--- src/rtl/pipe_pkg.sv ---
// Shared definitions for the ID/EX operand-capture stage.
// Holds the default data/register-address widths, the forwarding-source
// encoding reported by fwd_select, and the hard-wired zero register number.
package pipe_pkg;

  localparam int unsigned DATA_W_DEFAULT = 32;
  localparam int unsigned REG_AW_DEFAULT = 5;

  // Register number that always reads as zero and is never a producer.
  localparam int unsigned REG_ZERO = 0;

  // Where an operand was sourced from, lowest to highest priority.
  typedef enum logic [1:0] {
    FWD_RF,
    FWD_WB,
    FWD_MEM,
    FWD_EX
  } fwd_sel_e;

endpackage

--- src/rtl/id_ex_operand_stage_fwd_select.sv ---
// fwd_select: combinational priority select for one source operand.
// Compile-time option: ID_EX_FWD_EN enables the EX and MEM bypass paths;
// without it only the WB bypass and regfile data are selectable.
// Ports:
//   src                         source register number
//   rf_data                     regfile read data for src
//   ex_write/ex_dest/ex_result  EX producer (ex_write already gated by ex_valid)
//   mem_write/mem_dest/mem_result  MEM producer
//   wb_write/wb_dest/wb_data    WB producer
//   sel, data                   chosen source and operand value
//   ex_hit, mem_hit             raw producer matches, used for hazard detection
module fwd_select
  import pipe_pkg::*;
#(
  parameter int unsigned DATA_W = DATA_W_DEFAULT,
  parameter int unsigned REG_AW = REG_AW_DEFAULT
) (
  input  logic [REG_AW-1:0] src,
  input  logic [DATA_W-1:0] rf_data,
  input  logic              ex_write,
  input  logic [REG_AW-1:0] ex_dest,
  input  logic [DATA_W-1:0] ex_result,
  input  logic              mem_write,
  input  logic [REG_AW-1:0] mem_dest,
  input  logic [DATA_W-1:0] mem_result,
  input  logic              wb_write,
  input  logic [REG_AW-1:0] wb_dest,
  input  logic [DATA_W-1:0] wb_data,
  output fwd_sel_e          sel,
  output logic [DATA_W-1:0] data,
  output logic              ex_hit,
  output logic              mem_hit
);

  logic src_nz;
  logic wb_hit;

  assign src_nz  = (src != REG_AW'(REG_ZERO));
  assign ex_hit  = ex_write  & src_nz & (ex_dest  == src);
  assign mem_hit = mem_write & src_nz & (mem_dest == src);
  assign wb_hit  = wb_write  & src_nz & (wb_dest  == src);

`ifndef ID_EX_FWD_EN
  logic unused_bypass;
  assign unused_bypass = ^{ex_result, mem_result};
`endif

  // The WB path is always kept: the regfile writes at the same edge, so a
  // same-cycle read still returns the stale value.
  always_comb begin
    sel  = FWD_RF;
    data = rf_data;
    if (!src_nz) begin
      data = '0;
    end
`ifdef ID_EX_FWD_EN
    else if (ex_hit) begin
      sel  = FWD_EX;
      data = ex_result;
    end else if (mem_hit) begin
      sel  = FWD_MEM;
      data = mem_result;
    end
`endif
    else if (wb_hit) begin
      sel  = FWD_WB;
      data = wb_data;
    end
  end

endmodule

--- src/rtl/id_ex_operand_stage.sv ---
// id_ex_operand_stage: resolves ID-stage operands against EX/MEM/WB
// producers, detects hazards, stalls the front end and registers the
// resolved instruction into the ID/EX pipeline register.
// Compile-time option: ID_EX_FWD_EN (full EX/MEM/WB forwarding; when
// undefined any EX or MEM match stalls until the producer reaches WB).
// Ports:
//   clk, reset                      clock, synchronous active-high reset
//   id_*                            ID instruction, regfile read data, flush
//   ex_result, mem_*, wb_*          downstream producers
//   stall                           combinational front-end hold
//   ex_valid/op_a/op_b/dest/reg_write/mem_read  ID/EX register
//   stall_cycles                    saturating stall-cycle counter
module id_ex_operand_stage
  import pipe_pkg::*;
#(
  parameter int unsigned DATA_W = DATA_W_DEFAULT,
  parameter int unsigned REG_AW = REG_AW_DEFAULT
) (
  input  logic              clk,
  input  logic              reset,
  input  logic              id_valid,
  input  logic [REG_AW-1:0] id_rs,
  input  logic [REG_AW-1:0] id_rt,
  input  logic [DATA_W-1:0] id_rdata1,
  input  logic [DATA_W-1:0] id_rdata2,
  input  logic [REG_AW-1:0] id_dest,
  input  logic              id_reg_write,
  input  logic              id_mem_read,
  input  logic              flush,
  input  logic [DATA_W-1:0] ex_result,
  input  logic [REG_AW-1:0] mem_dest,
  input  logic              mem_reg_write,
  input  logic [DATA_W-1:0] mem_result,
  input  logic [REG_AW-1:0] wb_dest,
  input  logic              wb_reg_write,
  input  logic [DATA_W-1:0] wb_data,
  output logic              stall,
  output logic              ex_valid,
  output logic [DATA_W-1:0] ex_op_a,
  output logic [DATA_W-1:0] ex_op_b,
  output logic [REG_AW-1:0] ex_dest,
  output logic              ex_reg_write,
  output logic              ex_mem_read,
  output logic [31:0]       stall_cycles
);

  logic              ex_write;
  logic [DATA_W-1:0] op_a;
  logic [DATA_W-1:0] op_b;
  fwd_sel_e          sel_a;
  fwd_sel_e          sel_b;
  logic              ex_hit_a, ex_hit_b;
  logic              mem_hit_a, mem_hit_b;
  logic              hazard;
  logic              unused_sel;

  assign ex_write   = ex_valid & ex_reg_write;
  assign unused_sel = ^{sel_a, sel_b};

  fwd_select #(.DATA_W(DATA_W), .REG_AW(REG_AW)) u_fwd_a (
    .src       (id_rs),
    .rf_data   (id_rdata1),
    .ex_write  (ex_write),
    .ex_dest   (ex_dest),
    .ex_result (ex_result),
    .mem_write (mem_reg_write),
    .mem_dest  (mem_dest),
    .mem_result(mem_result),
    .wb_write  (wb_reg_write),
    .wb_dest   (wb_dest),
    .wb_data   (wb_data),
    .sel       (sel_a),
    .data      (op_a),
    .ex_hit    (ex_hit_a),
    .mem_hit   (mem_hit_a)
  );

  fwd_select #(.DATA_W(DATA_W), .REG_AW(REG_AW)) u_fwd_b (
    .src       (id_rt),
    .rf_data   (id_rdata2),
    .ex_write  (ex_write),
    .ex_dest   (ex_dest),
    .ex_result (ex_result),
    .mem_write (mem_reg_write),
    .mem_dest  (mem_dest),
    .mem_result(mem_result),
    .wb_write  (wb_reg_write),
    .wb_dest   (wb_dest),
    .wb_data   (wb_data),
    .sel       (sel_b),
    .data      (op_b),
    .ex_hit    (ex_hit_b),
    .mem_hit   (mem_hit_b)
  );

`ifdef ID_EX_FWD_EN
  // Only a load in EX is unresolvable: its data appears in MEM next cycle.
  logic unused_mem_hit;
  assign unused_mem_hit = mem_hit_a | mem_hit_b;
  assign hazard = id_valid & ex_valid & ex_mem_read & (ex_hit_a | ex_hit_b);
`else
  assign hazard = id_valid & (ex_hit_a | ex_hit_b | mem_hit_a | mem_hit_b);
`endif

  assign stall = hazard & ~flush;

  always_ff @(posedge clk) begin
    if (reset) begin
      ex_valid     <= 1'b0;
      ex_op_a      <= '0;
      ex_op_b      <= '0;
      ex_dest      <= '0;
      ex_reg_write <= 1'b0;
      ex_mem_read  <= 1'b0;
      stall_cycles <= '0;
    end else begin
      if (stall && (stall_cycles != '1)) begin
        stall_cycles <= stall_cycles + 32'd1;
      end
      // Bubbles clear only control; operands/dest keep their last values.
      if (flush || stall) begin
        ex_valid     <= 1'b0;
        ex_reg_write <= 1'b0;
        ex_mem_read  <= 1'b0;
      end else begin
        ex_valid     <= id_valid;
        ex_reg_write <= id_valid & id_reg_write;
        ex_mem_read  <= id_valid & id_mem_read;
        ex_op_a      <= op_a;
        ex_op_b      <= op_b;
        ex_dest      <= id_dest;
      end
    end
  end

endmodule

--- config.mk ---
export PLATFORM = sky130hd
export DESIGN_NAME = id_ex_operand_stage
export DESIGN_NICKNAME = d
export VERILOG_FILES = /design/src/rtl/pipe_pkg.sv /design/src/rtl/id_ex_operand_stage_fwd_select.sv /design/src/rtl/id_ex_operand_stage.sv
export SDC_FILE = /design/constraint.sdc
export NUM_CORES = 1
export LEC_CHECK = 0
export CAP_MARGIN = 20
export CELL_PAD_IN_SITES_DETAIL_PLACEMENT = 1
export CELL_PAD_IN_SITES_GLOBAL_PLACEMENT = 1
export CORE_MARGIN = 8
export CORE_UTILIZATION = 26
export CTS_CLUSTER_SIZE = 16
export DETAILED_ROUTE_END_ITERATION = 12
export PLACE_DENSITY_LB_ADDON = 0.12
export SYNTH_ARGS = -nofsm -noshare
export SYNTH_HDL_FRONTEND = slang
export SYNTH_SLANG_ARGS = --single-unit
--- constraint.sdc ---
create_clock -name clk -period 2.71 [get_ports clk]
set_clock_uncertainty 0.15 [all_clocks]
set_input_delay 0.542 -clock clk [delete_from_list [all_inputs] [get_ports clk]]
set_output_delay 0.542 -clock clk [all_outputs]
set_load 0.01 [all_outputs]
* Yosys cells after proc, flatten, opt, wreduce, memory -nomap -nowiden
Index checks and enable logic that the tools add are counted.
** Operators by class
- $add $sub $neg :: 1
- Equality and inequality tests :: 7
- Multiplexer cells :: 4
- Bitwise gates (word level) :: 21
- Reductions and logical operators :: 5
** Operator list (number)
- two-way mux 32 bit :: 4
- adder 32 x 1 -> 32 bit, second input constant :: 1
- != test 32 bit, second input constant :: 1
- == test 5 bit :: 6
- bitwise AND 1 bit :: 17
- nonzero test 5 bit :: 2
- OR 1 bit :: 3
- OR reduction 2 bit :: 1
- logical AND 1 bit :: 1
- logical OR 1 bit :: 1
- inverter 1 bit :: 1
** Storage, ports and cells
- Register bits after elaboration :: 104
- Input port bits :: 193
- Output and inout port bits :: 105
- Word-level logic and storage cells :: 45

* Longest topological paths before layout
- Depth in word-level cells :: 10
- Gate-level depth with buffers :: 10
- Gate-level depth less buffers :: 7

* By module
From an unflattened synthesis, not the netlist that was laid out.
** Second synthesis, totals
- Cells, all modules :: 783
- Area total of the unflattened synthesis :: 5685.5 um^2
** Modules (own cells, without submodules)
- id_ex_operand_stage :: instances 1, cells an instance 501, area each 4041.4 um^2, sequential area each 2082.0 um^2
- fwd_select :: instances 2, cells an instance 141, area each 822.0 um^2, sequential area each 0.0 um^2

* Least setup slack after synthesis
No wires, ideal clock.
- Kind :: input -> register
- Start :: in id_rt[1]
- End :: reg stall_cycles[28]
- Library setup time :: 0.086 ns
- Arrival :: 2.040 ns
- Required time :: 2.474 ns
- Setup slack :: 0.434 ns
- Stages :: 8
- Path buffers :: 1
- Path through :: xnor2_1 > nand4_1 > o22ai_1 > a22o_1 > buf_6 > nand2_1 > or4b_1 > a211oi_1
** Between the ends
- Longest elaborated chain between the ends :: 9
- Elaborated cells between the ends (all ways) :: 13
- Classes of those cells :: eq/ne: 2; bitwise: 9; reduce/logical: 2
** RTL lines
- start: declaration :: RTL line id_ex_operand_stage.sv:23 : input logic [REG_AW-1:0] id_rt,
- nonzero test 5 bit :: RTL line id_ex_operand_stage_fwd_select.sv:38 : assign src_nz = (src != REG_AW'(REG_ZERO));
- bitwise AND 1 bit (2 in a row) :: RTL line id_ex_operand_stage_fwd_select.sv:39 : assign ex_hit = ex_write & src_nz & (ex_dest == src);
- OR 1 bit (2 in a row) :: RTL line id_ex_operand_stage.sv:102 : assign hazard = id_valid & (ex_hit_a | ex_hit_b | mem_hit_a | mem_hit_b);
- OR 1 bit (*) :: RTL line id_ex_operand_stage.sv:102
- bitwise AND 1 bit (*) :: RTL line id_ex_operand_stage.sv:102
- bitwise AND 1 bit (*) :: RTL line id_ex_operand_stage.sv:105 : assign stall = hazard & ~flush;
- logical AND 1 bit (*) :: RTL line id_ex_operand_stage.sv:117 : if (stall && (stall_cycles != '1)) begin
- end signal: assignment :: RTL line id_ex_operand_stage.sv:118 : stall_cycles <= stall_cycles + 32'd1;
- end: declaration :: RTL line id_ex_operand_stage.sv:44 : output logic [31:0] stall_cycles
Mark *: on every way between the ends. The rest lies on a longest branch, timed or not.
A chain may end at the register's enable or synchronous reset.

* Worst setup path after layout
- Start :: in id_rt[1]
- End :: out stall
** Between the ends
- Longest elaborated chain between the ends :: 8
- Elaborated cells between the ends (all ways) :: 12
- Classes of those cells :: eq/ne: 2; bitwise: 9; reduce/logical: 1
** RTL lines
- nonzero test 5 bit :: RTL line id_ex_operand_stage_fwd_select.sv:38
- bitwise AND 1 bit (2 in a row) :: RTL line id_ex_operand_stage_fwd_select.sv:39
- OR 1 bit (2 in a row) :: RTL line id_ex_operand_stage.sv:102
- OR 1 bit (*) :: RTL line id_ex_operand_stage.sv:102
- bitwise AND 1 bit (*) :: RTL line id_ex_operand_stage.sv:102
- bitwise AND 1 bit (*) :: RTL line id_ex_operand_stage.sv:105
- end: declaration :: RTL line id_ex_operand_stage.sv:37 : output logic stall,
Marks and branches as above.

==> out/qor.yml <==
sta:
  fmax_ghz: 0.396
  finalCritPeriodShare: 0.931
  layout_min_cycle_time_ns: 2.52
  finalSetupViolations: 0
  rsz0062_at_grt: "no"
  hold_viol: 0
  max-slew-margin-rel: 0.654
  finalMaxSlewViolations: 0
  worstMarginPinSlew_ns: 0.515
worst_setup_path:
  endpoint_kind: "output pin"
  arrival_ns: 1.83
  cp.required_ns: 2.02
  critPathKind: "in -> out"
  crit_fanout: 3
  cp-start-kind: "input port"
placement:
  dpl.cell_count: 1135
  hpwl_um: 17100
  port_buffers: 233
  place_congestion: 0.831
power_and_ir_drop:
  switching_share: 0.248
  p_per_area_nw_per_um2: 470
  p_clk_frac: 0.390
  leakage_nw: 3.03
  p_sw_mw: 0.982
  power_frac_comb: 0.192
  finalPower_mw: 3.96
  ir_drop_mv: 0.277
  p_int_mw: 2.98
  seqPwrFrac: 0.418
clock_network:
  numCtsBuffers: 9
  cts-root-buf: "clkbuf_16"
  clockBufferDepth: 2
  cts.sinks: 104
  htreeDepth: 3
  post-cts-setup-buffers: 0
  clkTransAtPathRegs_ns: 0.07
  insertion_delay_ns: 0.35
  cts_tree: "done"
synth:
  synth_top_area_frac: 0.405
  ys_seq_area_frac: 0.405
  syn_area_um2: 5140
  syn_avg_cell_area_um2: 8.06
  yosysUniqueCellTypes: 41
  synthCells: 638
  synth.area.top_cells: "dfxtp_1, a311oi_1, nand3_1"
  post-synth-top-area-cell: "dfxtp_1"
  yosysWarningCount: 0
  synth-seq-cells: 104
  syn-num-nets: 832
detailed_routing:
  wl_per_cell_um: 19.4
  final_antenna_net_count: 0
  vias_per_cell: 5.08
  dr.first_iter.drc_count: 181
  via_count: 5850
  dr.pass1.iters: 4
  routed_wl_um: 22300
  drc: 0
floorplanning:
  ios: 298
  rows: 51
  core-area_um2: 19500
  die_area_um2: 24500
  initial_core_util: 0.264
  die_w_um: 157
  fp.dieH_um: 157
min_path:
  hp-class: "reg -> reg"
grt:
  grt_max_degree: 37
  grt_pass1_vias: 6247
  grt-ovfl-total: 0
  grt_pass1_wl_um: 34500
  grtUsageTotal: 0.178
  antenna_found_initial: 2
cells_and_area:
  mostFrequentLayoutCells: "clkdlybuf4s50_1, dfxtp_1, nand2_1"
  drive_gt1_frac: 0.0948
  final_common_cell: "clkdlybuf4s50_1"
  nNetsFinal: 1075
  area_growth_pct: 63.7
  fillCellCount: 2262
  layoutNonFillerInstCount: 1152
run_status:
  status: "complete, no violations"
run:
  drv_cap: 0
## metrics by stage
stage | cell area, um^2 | setup slack (ns) | util | hold WS, ns | TNS, ns
after floorplan | 5140 | 0.434 | - | 0.354 | 0
after global placement | 8080 | -0.481 | 0.415 | 0.331 | -27.94
after detailed placement | 8080 | -0.572 | 0.415 | 0.341 | -36.07
after CTS | 8410 | 0.0520 | 0.432 | 0.352 | 0
after global routing | 8410 | 0.0372 | 0.432 | 0.375 | 0
final | 8410 | 0.187 | 0.432 | 0.349 | 0
## critical path, stage by stage
cell           delay [ns]
dlygate4sd2_1        0.29
buf_4                0.16
nor3_1               0.17
nand2_1              0.11
a22o_1               0.28
nand2_2              0.09
nor2_1               0.04
buf_2                0.14
## flip-flops by register name, indices dropped and copies added (netlist names)
signal and count:
stall_cycles 32, ex_op_a 32, ex_valid 1, ex_reg_write 1, ex_dest 5, ex_mem_read 1, ex_op_b 32
## power by group through the flow
| stage | Clock, mW | Combinational (mW) | Sequential, mW |
|---|---|---|---|
| detailed placement | 0 | 0.773 | 1.69 |
| global route | 1.65 | 0.819 | 1.66 |
| floorplan | 0 | 0.238 | 1.72 |
| CTS | 1.60 | 0.768 | 1.66 |
| finish | 1.54 | 0.758 | 1.65 |
| global placement | 0 | 0.758 | 1.69 |
## cells in the mapped netlist
| master | instances |
|---|---|
| or2_2 | 3 |
| xnor2_1 | 24 |
| o31ai_1 | 9 |
| and2_1 | 4 |
| and3_1 | 2 |
| buf_1 | 1 |
| buf_6 | 3 |
| mux2i_1 | 6 |
| nand2_1 | 84 |
| o211ai_1 | 1 |
| o21ba_2 | 1 |
| buf_2 | 14 |
| ha_1 | 1 |
| a21oi_4 | 1 |
| inv_1 | 6 |
| nor2b_1 | 5 |
| or4_1 | 9 |
| or4b_1 | 2 |
| clkbuf_1 | 32 |
| nor4_1 | 7 |
| and4_1 | 5 |
| a21oi_1 | 22 |
| o22ai_1 | 2 |
| buf_4 | 2 |
| a22o_1 | 1 |
| nor2_2 | 1 |
| xor2_1 | 9 |
| o21a_1 | 1 |
| a211oi_1 | 1 |
| nand3_1 | 77 |
| nor3_1 | 5 |
| nand2_2 | 1 |
| a311oi_1 | 64 |
| or3_1 | 13 |
| dfxtp_1 | 104 |
| nor2_1 | 81 |
| o21ai_0 | 14 |
| nand4_1 | 15 |
| a311oi_4 | 1 |
| mux2_2 | 3 |
| nand4_2 | 1 |
## layout make-up
type,instances,area [um^2],area share
Tap cell,265,332,0.0394
Antenna cell,1,2.50,0.000297
Timing Repair Buffer,284,2820,0.335
Multi-Input combinational cell,476,2810,0.334
Inverter,6,22.5,0.00268
Sequential cell,104,2080,0.247
Clock buffer,11,243,0.0289
Clock inverter,5,104,0.0123
## final timing paths
| path | start | to | slack [ns] | depth (start not counted) |
|---|---|---|---|---|
| worst max-delay path | id_rt[1] | stall | 0.19 | 8 |
| worst min-delay path | ex_op_a[12]$_SDFFE_PP0N_ | ex_op_a[12]$_SDFFE_PP0N_ | 0.35 | 2 |
| worst max register to register | stall_cycles[16]$_SDFFE_PP0P_ | stall_cycles[28]$_SDFFE_PP0P_ | 0.24 | 6 |
| worst min register to register | ex_op_a[12]$_SDFFE_PP0N_ | ex_op_a[12]$_SDFFE_PP0N_ | 0.35 | 2 |
## what timing repair did
item	4_1_cts	5_1_grt
hold endpoints to repair	0	0
setup endpoints to repair	24	5
gates resized for setup	18	9
pin swaps	3	5
hold buffers	0	0
## metal layers
| layer | GRT usage | vias up | wire length (um) |
|---|---|---|---|
| met5 | 0 | - | 10 |
| met4 | 0.0668 | 2 | 494 |
| met3 | 0.0560 | 28 | 1610 |
| met2 | 0.297 | 175 | 10500 |
| met1 | 0.210 | 2831 | 9670 |
| li1 | - | 2814 | - |
## logic make-up (layout without fill, tap and decap cells)
family                     Yosys count  count (layout)  synth area share
buffers and inverters               58             306            0.0516
other                                0               1                 0
and+or+nand+nor                    315             315             0.290
adders and majority gates            1               1           0.00243
muxes                                9               9            0.0183
xor gates and xnor gates            33              33            0.0562
DFF                                104             104             0.405
AOI/OAI and AO/OA                  118             118             0.176
Power figures use the tool's default switching activity.
